[src/rtl/adc_fifo_write.sv]
// adc_fifo_write: bursts 16-bit ADC samples into a byte FIFO, MSB first.
// Define ADC_FIFO_CSUM_EN to append an XOR checksum byte per burst.
module adc_fifo_write #(
    parameter int CNT_W = 12
) (
    input  logic             clk,
    input  logic             rst,
    input  logic             fs,
    output logic             fd,
    output logic [2:0]       so,
    output logic             err,
    input  logic [CNT_W-1:0] sample_num,
    input  logic [15:0]      adc_data,
    input  logic             adc_valid,
    output logic             adc_ready,
    output logic [7:0]       fifo_txd,
    output logic             fifo_txen,
    input  logic             fifo_full
);

    typedef enum logic [2:0] {
        S_IDLE = 3'd0,
        S_WAIT = 3'd1,
        S_HIGH = 3'd2,
        S_LOW  = 3'd3,
        S_CSUM = 3'd4,
        S_LAST = 3'd5
    } state_t;

`ifdef ADC_FIFO_CSUM_EN
    localparam state_t S_END = S_CSUM;
`else
    localparam state_t S_END = S_LAST;
`endif

    state_t           state_q;
    state_t           state_d;
    logic [CNT_W-1:0] num_q;
    logic [CNT_W-1:0] count_q;
    logic [CNT_W-1:0] count_inc;
    logic [15:0]      sample_q;
    logic             err_q;
    logic             start;
    logic             abort;
    logic             busy;

`ifdef ADC_FIFO_CSUM_EN
    logic [7:0]       csum_q;
`endif

    assign count_inc = count_q + CNT_W'(1);
    assign start     = (state_q == S_IDLE) && fs;
    assign busy      = (state_q == S_WAIT) || (state_q == S_HIGH) ||
                       (state_q == S_LOW)  || (state_q == S_CSUM);
    // Dropping fs mid-burst abandons the burst without a write.
    assign abort     = busy && !fs;

    // State register.
    always_ff @(posedge clk or posedge rst) begin
        if (rst) begin
            state_q <= S_IDLE;
        end else begin
            state_q <= state_d;
        end
    end

    // Next-state logic; unknown codes fall back to IDLE.
    always_comb begin
        state_d = state_q;
        unique case (state_q)
            S_IDLE: begin
                if (fs) begin
                    state_d = (sample_num == '0) ? S_END : S_WAIT;
                end
            end
            S_WAIT: begin
                if (!fs) begin
                    state_d = S_IDLE;
                end else if (adc_valid) begin
                    state_d = S_HIGH;
                end
            end
            S_HIGH: begin
                if (!fs) begin
                    state_d = S_IDLE;
                end else if (!fifo_full) begin
                    state_d = S_LOW;
                end
            end
            S_LOW: begin
                if (!fs) begin
                    state_d = S_IDLE;
                end else if (!fifo_full) begin
                    state_d = (count_inc == num_q) ? S_END : S_WAIT;
                end
            end
`ifdef ADC_FIFO_CSUM_EN
            S_CSUM: begin
                if (!fs) begin
                    state_d = S_IDLE;
                end else if (!fifo_full) begin
                    state_d = S_LAST;
                end
            end
`endif
            S_LAST: begin
                if (!fs) begin
                    state_d = S_IDLE;
                end
            end
            default: state_d = S_IDLE;
        endcase
    end

    // Outputs decoded from state, registered data and FIFO status.
    always_comb begin
        fifo_txd  = 8'h00;
        fifo_txen = 1'b0;
        adc_ready = 1'b0;
        fd        = 1'b0;
        unique case (state_q)
            S_WAIT: adc_ready = fs;
            S_HIGH: begin
                fifo_txd  = sample_q[15:8];
                fifo_txen = fs && !fifo_full;
            end
            S_LOW: begin
                fifo_txd  = sample_q[7:0];
                fifo_txen = fs && !fifo_full;
            end
`ifdef ADC_FIFO_CSUM_EN
            S_CSUM: begin
                fifo_txd  = csum_q;
                fifo_txen = fs && !fifo_full;
            end
`endif
            S_LAST: fd = 1'b1;
            default: fd = 1'b0;
        endcase
    end

    assign so  = state_q;
    assign err = err_q;

    // Burst bookkeeping: length latch, sample capture, count, abort flag.
    always_ff @(posedge clk or posedge rst) begin
        if (rst) begin
            num_q    <= '0;
            count_q  <= '0;
            sample_q <= 16'h0000;
            err_q    <= 1'b0;
        end else begin
            if (start) begin
                num_q   <= sample_num;
                count_q <= '0;
                err_q   <= 1'b0;
            end
            if (abort) begin
                err_q <= 1'b1;
            end
            if (adc_ready && adc_valid) begin
                sample_q <= adc_data;
            end
            if ((state_q == S_LOW) && fifo_txen) begin
                count_q <= count_inc;
            end
        end
    end

`ifdef ADC_FIFO_CSUM_EN
    // Running XOR over every data byte written in this burst.
    always_ff @(posedge clk or posedge rst) begin
        if (rst) begin
            csum_q <= 8'h00;
        end else if (start) begin
            csum_q <= 8'h00;
        end else if (fifo_txen && (state_q != S_CSUM)) begin
            csum_q <= csum_q ^ fifo_txd;
        end
    end
`endif

endmodule
[config.mk]
export PLATFORM = sky130hd
export DESIGN_NAME = adc_fifo_write
export DESIGN_NICKNAME = d
export VERILOG_FILES = /design/src/rtl/adc_fifo_write.sv
export SDC_FILE = /design/constraint.sdc
export NUM_CORES = 1
export LEC_CHECK = 0
export BUFFER_PORTS_ARGS = -buffer_cell sky130_fd_sc_hd__buf_4
export CORE_UTILIZATION = 55
export DETAILED_ROUTE_END_ITERATION = 12
export GPL_TIMING_DRIVEN = 0
export PLACE_DENSITY = 0.82
export SYNTH_ARGS = -nofsm -noshare
export SYNTH_HDL_FRONTEND = slang
export SYNTH_SLANG_ARGS = --single-unit
export TNS_END_PERCENT = 100
[constraint.sdc]
create_clock -name clk -period 2.3 [get_ports clk]
set_input_delay 0.345 -clock clk [delete_from_list [all_inputs] [get_ports clk]]
set_output_delay 0.345 -clock clk [all_outputs]
set_load 0.02 [all_outputs]
==> impl_metrics.yaml, run 1 <==
run_status:
  outcome: "complete, no violations"
sta:
  setup_slack_ns: 0.111
  finalSetupViolations: 0
  rsz0062_at_grt: "false"
  clock_skew_ns: 0.00568
  fmax_ghz: 0.457
  hold_viol: 0
  relSlewSlack_pct: 55.3
  tightest_slew_ns: 0.671
  drv_slew: 0
  period_needed_ns: 2.19
  setup_tns_ns: 0
  fin_crit_sh_pct: 95.2
power:
  p_clk_share_pct: 25.4
  netSwitchingFraction_pct: 29.3
  p_comb_share_pct: 22.7
  irDropWorstVdd_mv: 0.498
  p_seq_share_pct: 51.9
  power_leakage_uw: 0.00132
  powerDensity_nw_per_um2: 653
  p_switching_uw: 561
  p_int_uw: 1350
  finalPower_uw: 1920
synth:
  syn-cell-area_sq_um: 2400
  netlist.area_leader.share_pct: 45.9
  yosysMostFrequentCell: "dfrtp_1"
  synth.distinct_cells: 40
  synth_common_cells: "dfrtp_1, mux2_2, nor2_1"
  async_reset_ff_share_pct: 100
  ys_warn_count: 0
  yosysSeqAreaShare_pct: 45.9
  synth-edff-count: 0
  netlist_top_cells_area: "dfrtp_1, mux2_2, o21ai_0"
  synth-seq-cells: 44
  syn-num-nets: 271
  avgSynthCellArea_sq_um: 10.1
  postSynthCellCount: 237
  yosys.area.top_type: "dfrtp_1"
  synth-main-ff-cell: "dfrtp_1"
worst_setup_path:
  worstReg2RegEnd: "so[2]"
  reg2regPathDepth: 7
  worstPathRequired_ns: 1.96
  cp-start-kind: "flip-flop"
  r2r_slack_ns: 0.22
  path_buf_inv: 3
  crit_slowest_cell: "clkbuf_1"
  cp.arrival_ns: 1.84
  critPathMaxFanout: 10
  max_stage_delay_ns: 0.54
  r2r_start: "count_q[0]"
  crit_type: "reg -> out"
  path_delay_family: "buffers and inverters"
  critical_path.cell_chain: "buf_2 -> clkbuf_1 -> mux2i_1 -> nor2_1 -> buf_4"
  cp-end-kind: "output pin"
cts:
  clk_latency_ns: 0.30
  path_clk_slew_ns: 0.09
  cts-htree-levels: 2
  cts_tree: "built"
  clockBufferDepth: 2
  cts_sinks: 44
  cts_root_buf: "clkbuf_8"
  cts_buffers: 5
finish:
  regArea_sq_um: 1100
  fillers: 314
  nets: 326
  drive_gt1_share_pct: 34.1
  area_growth_pct: 22.3
  fin_area_sq_um: 2930
  antenna_cells: 0
  multi_input_area_sq_um: 1220
run:
  drv_cap: 0
detailed_routing:
  dr.pass1.iters: 5
  drt-total-wl_mm: 5.44
  drt-initial-drc-count: 229
  routedWlPerCell_um: 15.9
  ant_nets: 0
  via_per_inst: 5.98
  num_vias: 2050
  drc_errors: 0
place:
  dpl.hpwl_mm: 4.08
  gp_congestion: 0.924
  place_area_sq_um: 2830
  place_ws_ns: 0.190
  io_buffers: 47
grt:
  antenna_found_initial: 0
  grt_pass1_vias: 2033
  grt_use_total_pct: 26.9
  grt_max_degree: 30
  grt_pass1_wl_mm: 9.11
  overflow: 0
die:
  die_x_um: 68.0
  rows: 23
  dieArea_sq_um: 4630
  coreArea_sq_um: 4090
  die_h_um: 68.0
  initial_core_util_pct: 58.7
  num_io_pins: 48
hold_path:
  min_path_type: "in -> async"
flip-flops by register name, indices dropped and copies added, names as in the netlist:
register,cells
err,1
so,3
num_q,12
sample_q,16
count_q,12
power groups by stage:
| stage | Combinational [uW] | Clock, uW | Sequential [uW] |
|---|---|---|---|
| after global routing | 476 | 519 | 1010 |
| after global placement | 415 | 0 | 999 |
| after detailed placement | 433 | 0 | 1010 |
| after floorplan | 296 | 0 | 982 |
| final | 434 | 487 | 994 |
| after CTS | 436 | 492 | 993 |
cells by family (layout without fill, tap and decap cells):
family                     count (synthesis)  count (layout)  synth area share, %
AOI/OAI and AO/OA                         49              49                 12.5
xor gates and xnor gates                  13              13                 4.75
adders and majority gates                  1               1                0.522
buffers and inverters                     17              73                 3.49
DFF                                       44              44                 45.9
muxes                                     37              37                 16.9
and+or+nand+nor                           76              76                 16.0
worst max path at each step:
stage | start | endpoint | slack (ns) | cells after the start
2_1_floorplan | so[1] | sample_q[0] | 0.10 | 5
3_5_place_dp | so[2] | count_q[5] | 0.19 | 7
5_1_grt | so[0] | fifo_txd[2] | 0.002 | 5
4_1_cts | so[0] | fifo_txd[2] | 0.11 | 5
3_3_place_gp | so[2] | count_q[9] | 0.24 | 7
6_report | so[0] | fifo_txd[2] | 0.11 | 5
metal layers:
| layer | wire [um] | vias up | GRT usage [%] |
|---|---|---|---|
| li1 | - | 963 | - |
| met4 | 187 | 0 | 14.8 |
| met3 | 312 | 24 | 5.67 |
| met2 | 2700 | 81 | 42.2 |
| met5 | 0 | - | 0 |
| met1 | 2240 | 982 | 34.5 |
layout make-up:
class,instances,share of cell area [%]
well taps,50,2.13
repair buffers,48,12.7
flip-flops and latches,44,37.5
plain buffers,13,2.35
multi-input cells,176,41.7
inverters,4,0.512
clock buffers,6,2.47
clock inverters,2,0.554
metrics by stage:
step	hold WS (ns)	utilization [%]	std cells
2_1_floorplan	0.453	-	237
3_3_place_gp	0.486	68.9	334
3_5_place_dp	0.343	69.4	335
4_1_cts	0.0232	71.5	343
5_1_grt	0.0427	71.8	343
6_report	0.0129	71.8	343
placed cells by master (no fill, tap or decap), drive strengths merged:
cell type / instances
nand2b: 2
a21oi: 10
mux2i: 9
nor4: 4
a2111oi: 2
buf: 57
or3: 2
clkbuf: 10
xor2: 5
nor3: 6
nor2: 26
dfrtp: 44
o22ai: 1
nor2b: 1
nand4b: 1
nand4: 2
a311oi: 1
clkinvlp: 1
ha: 1
nand2: 16
clkinv: 1
inv: 4
a31oi: 2
or4: 1
a211oi: 3
nand3: 6
o21ai: 23
and2: 3
a41o: 1
xnor2: 8
mux2: 28
o31ai: 5
a22o: 1
and4: 1
and3: 5
worst register-to-register path, delay by kind of cell (launching register included):
family / cells / cell delay, ns
fa+ha+maj: 1 / 0.34
flops: 1 / 0.43
xor+xnor: 1 / 0.15
compound gates: 3 / 0.54
simple gates: 2 / 0.56
repair_timing:
item	in CTS	in global routing
hold buffers	0	0
endpoints found under the setup margin	0	2
gates resized for setup	0	2
hold endpoints to repair	0	0
buffers inserted	0	0
No activity file was read; power rests on OpenSTA's default activity.
==> run 2: changes to the inputs <==
--- a/config.mk
+++ b/config.mk
@@ -5,6 +5,7 @@
 export SDC_FILE = /design/constraint.sdc
 export NUM_CORES = 1
 export LEC_CHECK = 0
+export ABC_AREA = 1
 export BUFFER_PORTS_ARGS = -buffer_cell sky130_fd_sc_hd__buf_4
 export CORE_UTILIZATION = 55
 export DETAILED_ROUTE_END_ITERATION = 12
==> run 2 against run 1 <==
  * Design area grew 2.6%
  * Via count grew 8.6%
  * Register-to-register slack gained 0.21 ns
  * Flip-flop and latch count unchanged
  * Clock power is 22% higher
  * Critical path type unchanged
==> impl_metrics.yaml, run 2 <==
die:
  die_x_um: 68.7
  initial_core_util_pct: 59.1
  num_io_pins: 48
  die_h_um: 68.7
  rows: 23
  dieArea_sq_um: 4720
  coreArea_sq_um: 4140
place:
  dpl.hpwl_mm: 4.20
  gp_congestion: 0.807
  place_ws_ns: 0.291
  io_buffers: 47
finish:
  largest_register_ffs: 16
  fillers: 340
  top_register: "sample_q"
  final_cell_mix: "nand2_1, buf_4, dfrtp_1"
  reg.largest.list: "sample_q x16, count_q x12, num_q x12"
  antenna_cells: 0
  area_growth_pct: 23.0
  nets: 387
  drive_gt1_share_pct: 26.3
  final_common_cell: "nand2_1"
synth:
  synth.distinct_cells: 33
  yosys.area.top_type: "dfrtp_1"
  avgSynthCellArea_sq_um: 8.24
  synth_common_cells: "nand2_1, dfrtp_1, inv_1, nand3_1, nor2_1"
  yosysSeqAreaShare_pct: 45.0
  syn-cell-area_sq_um: 2450
  async_reset_ff_share_pct: 100
  postSynthCellCount: 297
  synth-main-ff-cell: "dfrtp_1"
  netlist.area_leader.share_pct: 45.0
  ys_warn_count: 0
  synth-edff-count: 0
  synth-seq-cells: 44
  syn-num-nets: 331
  yosysMostFrequentCell: "nand2_1"
  netlist_top_cells_area: "dfrtp_1, nand2_1, nand3_1"
power:
  netSwitchingFraction_pct: 36.6
  power_leakage_uw: 0.00153
  finalPower_uw: 3020
  p_clk_share_pct: 19.6
  p_comb_share_pct: 38.9
  p_seq_share_pct: 41.5
  powerDensity_nw_per_um2: 1000
  p_switching_uw: 1110
  p_int_uw: 1920
  irDropWorstVdd_mv: 0.650
detailed_routing:
  drt-initial-drc-count: 134
  drt-total-wl_mm: 5.64
  dr.pass1.iters: 4
  drc_errors: 0
  routedWlPerCell_um: 14.0
  num_vias: 2227
  via_per_inst: 5.51
  ant_nets: 0
sta:
  hold_viol: 0
  period_needed_ns: 2.09
  setup_slack_ns: 0.211
  setup_tns_ns: 0
  clock_skew_ns: 0.00506
  rsz0062_at_grt: "false"
  finalSetupViolations: 0
  relSlewSlack_pct: 57.4
  tightest_slew_ns: 0.636
  drv_slew: 0
  fin_crit_sh_pct: 90.8
  hold-worst-slack_ns: 0.249
  fmax_ghz: 0.479
grt:
  grt_max_degree: 34
  grt_use_total_pct: 27.6
  grt_pass1_vias: 2074
  antenna_found_initial: 0
  grt_pass1_wl_mm: 9.39
  overflow: 0
cts:
  cts_buffers: 5
  cts_root_buf: "clkbuf_8"
  cts_tree: "built"
  cts_sinks: 44
  cts-htree-levels: 2
  path_clk_slew_ns: 0.09
  clockBufferDepth: 2
  clk_latency_ns: 0.30
  post-cts-setup-buffers: 0
worst_setup_path:
  crit_type: "reg -> out"
  cp-end-kind: "output pin"
  critPathMaxFanout: 8
  path_delay_family: "simple AND/OR/NAND/NOR gates"
  cp-start-kind: "flip-flop"
  path_buf_inv: 1
  cp.arrival_ns: 1.74
  crit_slowest_cell: "nor3_2"
  critical_path.cell_chain: "nor3_2 -> a22o_1 -> buf_4"
  max_stage_delay_ns: 0.59
  worstPathRequired_ns: 1.96
run:
  drv_cap: 0
run_status:
  outcome: "complete, no violations"
hold_path:
  min_path_type: "in -> reg"
[run 2: cell count changes after synthesis, sizes merged, moves of 8 or more]
cell and change:
nand2 +77, inv +31, nand3 +27, mux2 -13
mux2i -9, xnor2 -8
[run 2: repair_timing]
action / in CTS / in global routing
hold buffers: 1 / 0
resized for setup: 1 / 2
endpoints found under the setup margin: 8 / 5
hold endpoints to repair: 11 / 0
[run 2: cell families after synthesis]
group / share of synthesized area, %
AO/OA/AOI/OAI: 10.1
adder cells (fa/ha/maj): 0.511
buffers and inverters: 6.95
flip-flops: 45.0
multiplexers: 8.13
AND/OR/NAND/NOR: 29.4
[run 2: layout make-up]
type                    count  area [sq um]  area share [%]
multi-input cells         212          1180            39.3
well taps                  50          62.6            2.08
repair buffers             49           383            12.7
flip-flops and latches     44          1100            36.6
clock buffers               5          68.8            2.29
plain buffers               6          40.0            1.33
clock inverters             3          42.5            1.41
inverters                  35           131            4.36
[run 2: worst paths after layout]
path,start,end,slack [ns],cells past startpoint
worst max-delay path,so[2],fifo_txd[0],0.21,3
worst min-delay path,sample_num[8],num_q[8],0.25,3
worst max register to register,count_q[0],so[2],0.43,11
worst min register to register,num_q[10],num_q[10],0.51,2
max in group asynchronous,rst,sample_q[8],1.30,4
min in group asynchronous,rst,count_q[4],0.55,3
[run 2: per-stage QoR]
step	cells	util [%]	cell area, sq um
global placement	394	69.1	2860
detailed placement	395	69.6	2880
global route	404	72.7	3010
CTS	404	72.6	3010
finish	404	72.7	3010
floorplan	297	-	2450
[run 2: metal layers]
layer  routed length (um)  vias up  track usage [%]
met5                    0        -                0
met2                 2630       70             43.0
met4                  116        0             8.93
met1                 2570     1046             38.0
li1                     -     1098                -
met3                  322       13             6.58
[run 2: worst register-to-register path: stages (launching register included)]
cell	delay (ns)
dfrtp_1	0.46
ha_1	0.24
nand3_2	0.15
nor2_4	0.21
nand3_1	0.14
nand3b_1	0.13
nand2_1	0.06
nor2_1	0.14
nand3_1	0.12
nand2_1	0.08
nand2_1	0.05
nand2_1	0.05
[run 2: power by group through the flow]
| stage | Combinational, uW | Clock [uW] | Sequential, uW |
|---|---|---|---|
| floorplan | 805 | 0 | 1230 |
| global placement | 1130 | 0 | 1250 |
| detailed placement | 1170 | 0 | 1260 |
| CTS | 1180 | 599 | 1250 |
| global route | 1310 | 638 | 1290 |
| finish | 1180 | 594 | 1250 |
==> run 3: changes to the inputs <==
--- a/config.mk
+++ b/config.mk
@@ -7,6 +7,7 @@
 export LEC_CHECK = 0
 export ABC_AREA = 1
 export BUFFER_PORTS_ARGS = -buffer_cell sky130_fd_sc_hd__buf_4
+export CORE_ASPECT_RATIO = 0.7
 export CORE_UTILIZATION = 55
 export DETAILED_ROUTE_END_ITERATION = 12
 export GPL_TIMING_DRIVEN = 0
==> run 3 against run 2 <==
  * Die area hardly changed
  * Design area hardly changed
  * Clock-buffer cell count is 1 higher
  * Clock skew is 0.0027 ns lower
  * Via count is 1.3% higher
  * Critical path type unchanged
  * Fmax is 2.3% higher
  * Combinational power hardly changed
  * First-iteration DRC count is 34% higher
  * Register-to-register slack worse by 0.07 ns
  * Critical endpoint is now fifo_txd[7]
==> impl_metrics.yaml, run 3 (synthesized netlist as in run 2, its figures left out) <==
finish:
  stdcell_count: 406
  final_common_cell: "nand2_1"
  drive_gt1_share_pct: 26.0
  largest_register_ffs: 16
  final_util_pct: 73.6
  fillers: 328
  nets: 387
  top_register: "sample_q"
  final_cell_mix: "nand2_1, buf_4, dfrtp_1"
  fin_area_sq_um: 3010
  reg.largest.list: "sample_q x16, count_q x12, num_q x12"
  area_growth_pct: 22.9
  regArea_sq_um: 1100
  antenna_cells: 0
  multi_input_area_sq_um: 1180
sta:
  setup_slack_ns: 0.259
  relSlewSlack_pct: 62.1
  period_needed_ns: 2.04
  fin_crit_sh_pct: 88.8
  drv_slew: 0
  setup_tns_ns: 0
  rsz0062_at_grt: "false"
  finalSetupViolations: 0
  fmax_ghz: 0.490
  hold_viol: 0
  clock_skew_ns: 0.00234
  tightest_slew_ns: 0.566
grt:
  busiest_layer: "met2"
  grt_use_total_pct: 28.2
  use_met1_pct: 41.9
  grt_max_degree: 39
  met3_usage_pct: 4.88
  grt_pass1_vias: 2124
  overflow: 0
  grt_util_met2_pct: 41.9
  antenna_found_initial: 0
  grt_pass1_wl_mm: 9.89
place:
  io_buffers: 47
  place_area_sq_um: 2890
  dpl.hpwl_mm: 4.46
  gp_congestion: 0.875
  dpl.cell_count: 397
  place_ws_ns: 0.297
detailed_routing:
  num_vias: 2255
  routedWlPerCell_um: 14.6
  ant_nets: 0
  via_per_inst: 5.55
  drt-initial-drc-count: 179
  dr.pass1.iters: 6
  drc_errors: 0
  drt-total-wl_mm: 5.91
worst_setup_path:
  cp-end-kind: "output pin"
  max_stage_delay_ns: 0.46
  worstPathRequired_ns: 1.96
  critPathCapture: "fifo_txd[7]"
  worstReg2RegEnd: "so[2]"
  r2r_slack_ns: 0.36
  path_buf_inv: 2
  crit_top_cell: "nand2_1"
  critical_path.cell_chain: "inv_1 -> nor3_2 -> nand2_1 -> nand2_1 -> buf_4"
  r2r_start: "count_q[0]"
  path_delay_family: "simple AND/OR/NAND/NOR gates"
  worst-path-stages: 5
  crit_type: "reg -> out"
  reg2regPathDepth: 13
  cp-startpoint: "so[1]"
  cp.arrival_ns: 1.70
  crit_slowest_cell: "dfrtp_1"
  critPathMaxFanout: 8
  cp-start-kind: "flip-flop"
die:
  num_io_pins: 48
  dieArea_sq_um: 4730
  initial_core_util_pct: 59.9
  die_h_um: 57.8
  coreArea_sq_um: 4090
  die_x_um: 81.8
  rows: 19
cts:
  clk_latency_ns: 0.29
  clockBufferDepth: 2
  cts_buffers: 5
  cts_tree: "built"
  cts-htree-levels: 2
  cts_sinks: 44
  cts_root_buf: "clkbuf_8"
  path_clk_slew_ns: 0.08
run_status:
  outcome: "complete, no violations"
hold_path:
  hp-start: "sample_num[2]"
  min_path_type: "in -> reg"
run:
  drv_cap: 0
power:
  power_leakage_uw: 0.00153
  powerDensity_nw_per_um2: 1000
  irDropWorstVdd_mv: 0.684
[run 3: tightest hold or removal path, stage by stage]
cell	delay, ns
buf_4	0.08
nand2_1	0.04
o21ai_0	0.06
[run 3: timing repair]
action | CTS | global route
endpoints found under the hold margin | 6 | 0
resized for setup | 1 | 2
hold buffers | 1 | 0
setup buffers | 0 | 0
setup endpoints to repair | 8 | 8
[run 3: report_power, final]
part / switching, uW / internal (uW) / total, uW
logic: 637 / 541 / 1180
clock network: 260 / 322 / 582
registers: 203 / 1050 / 1260
total: 1100 / 1920 / 3020
[run 3: cell type report]
cell class / instances / share of cell area [%]
repair buffers: 49 / 12.7
inverters: 35 / 4.36
plain buffers: 6 / 1.33
flip-flops and latches: 44 / 36.6
clock buffers: 6 / 2.41
clock inverters: 2 / 1.16
multi-input cells: 212 / 39.3
well taps: 52 / 2.16
[run 3: how the worst min path moves through the flow]
stage,to,slack [ns],cells past startpoint
finish,num_q[2],0.27,3
CTS,num_q[5],0.26,3
global placement,num_q[3],0.49,2
detailed placement,count_q[7],0.26,2
floorplan,err,0.44,1
global route,sample_q[1],0.26,2
[run 3: per-layer routing]
| layer | part of all wire [%] | wire length (um) |
|---|---|---|
| met5 | 0 | 0 |
| met4 | 1.2 | 72 |
| met3 | 6.5 | 383 |
| met2 | 46 | 2690 |
| met1 | 47 | 2760 |
[run 3: stage by stage]
step	power, uW	hold slack (ns)
2_1_floorplan	2040	0.443
3_3_place_gp	2390	0.486
3_5_place_dp	2430	0.263
4_1_cts	3020	0.264
5_1_grt	3230	0.264
6_report	3020	0.269
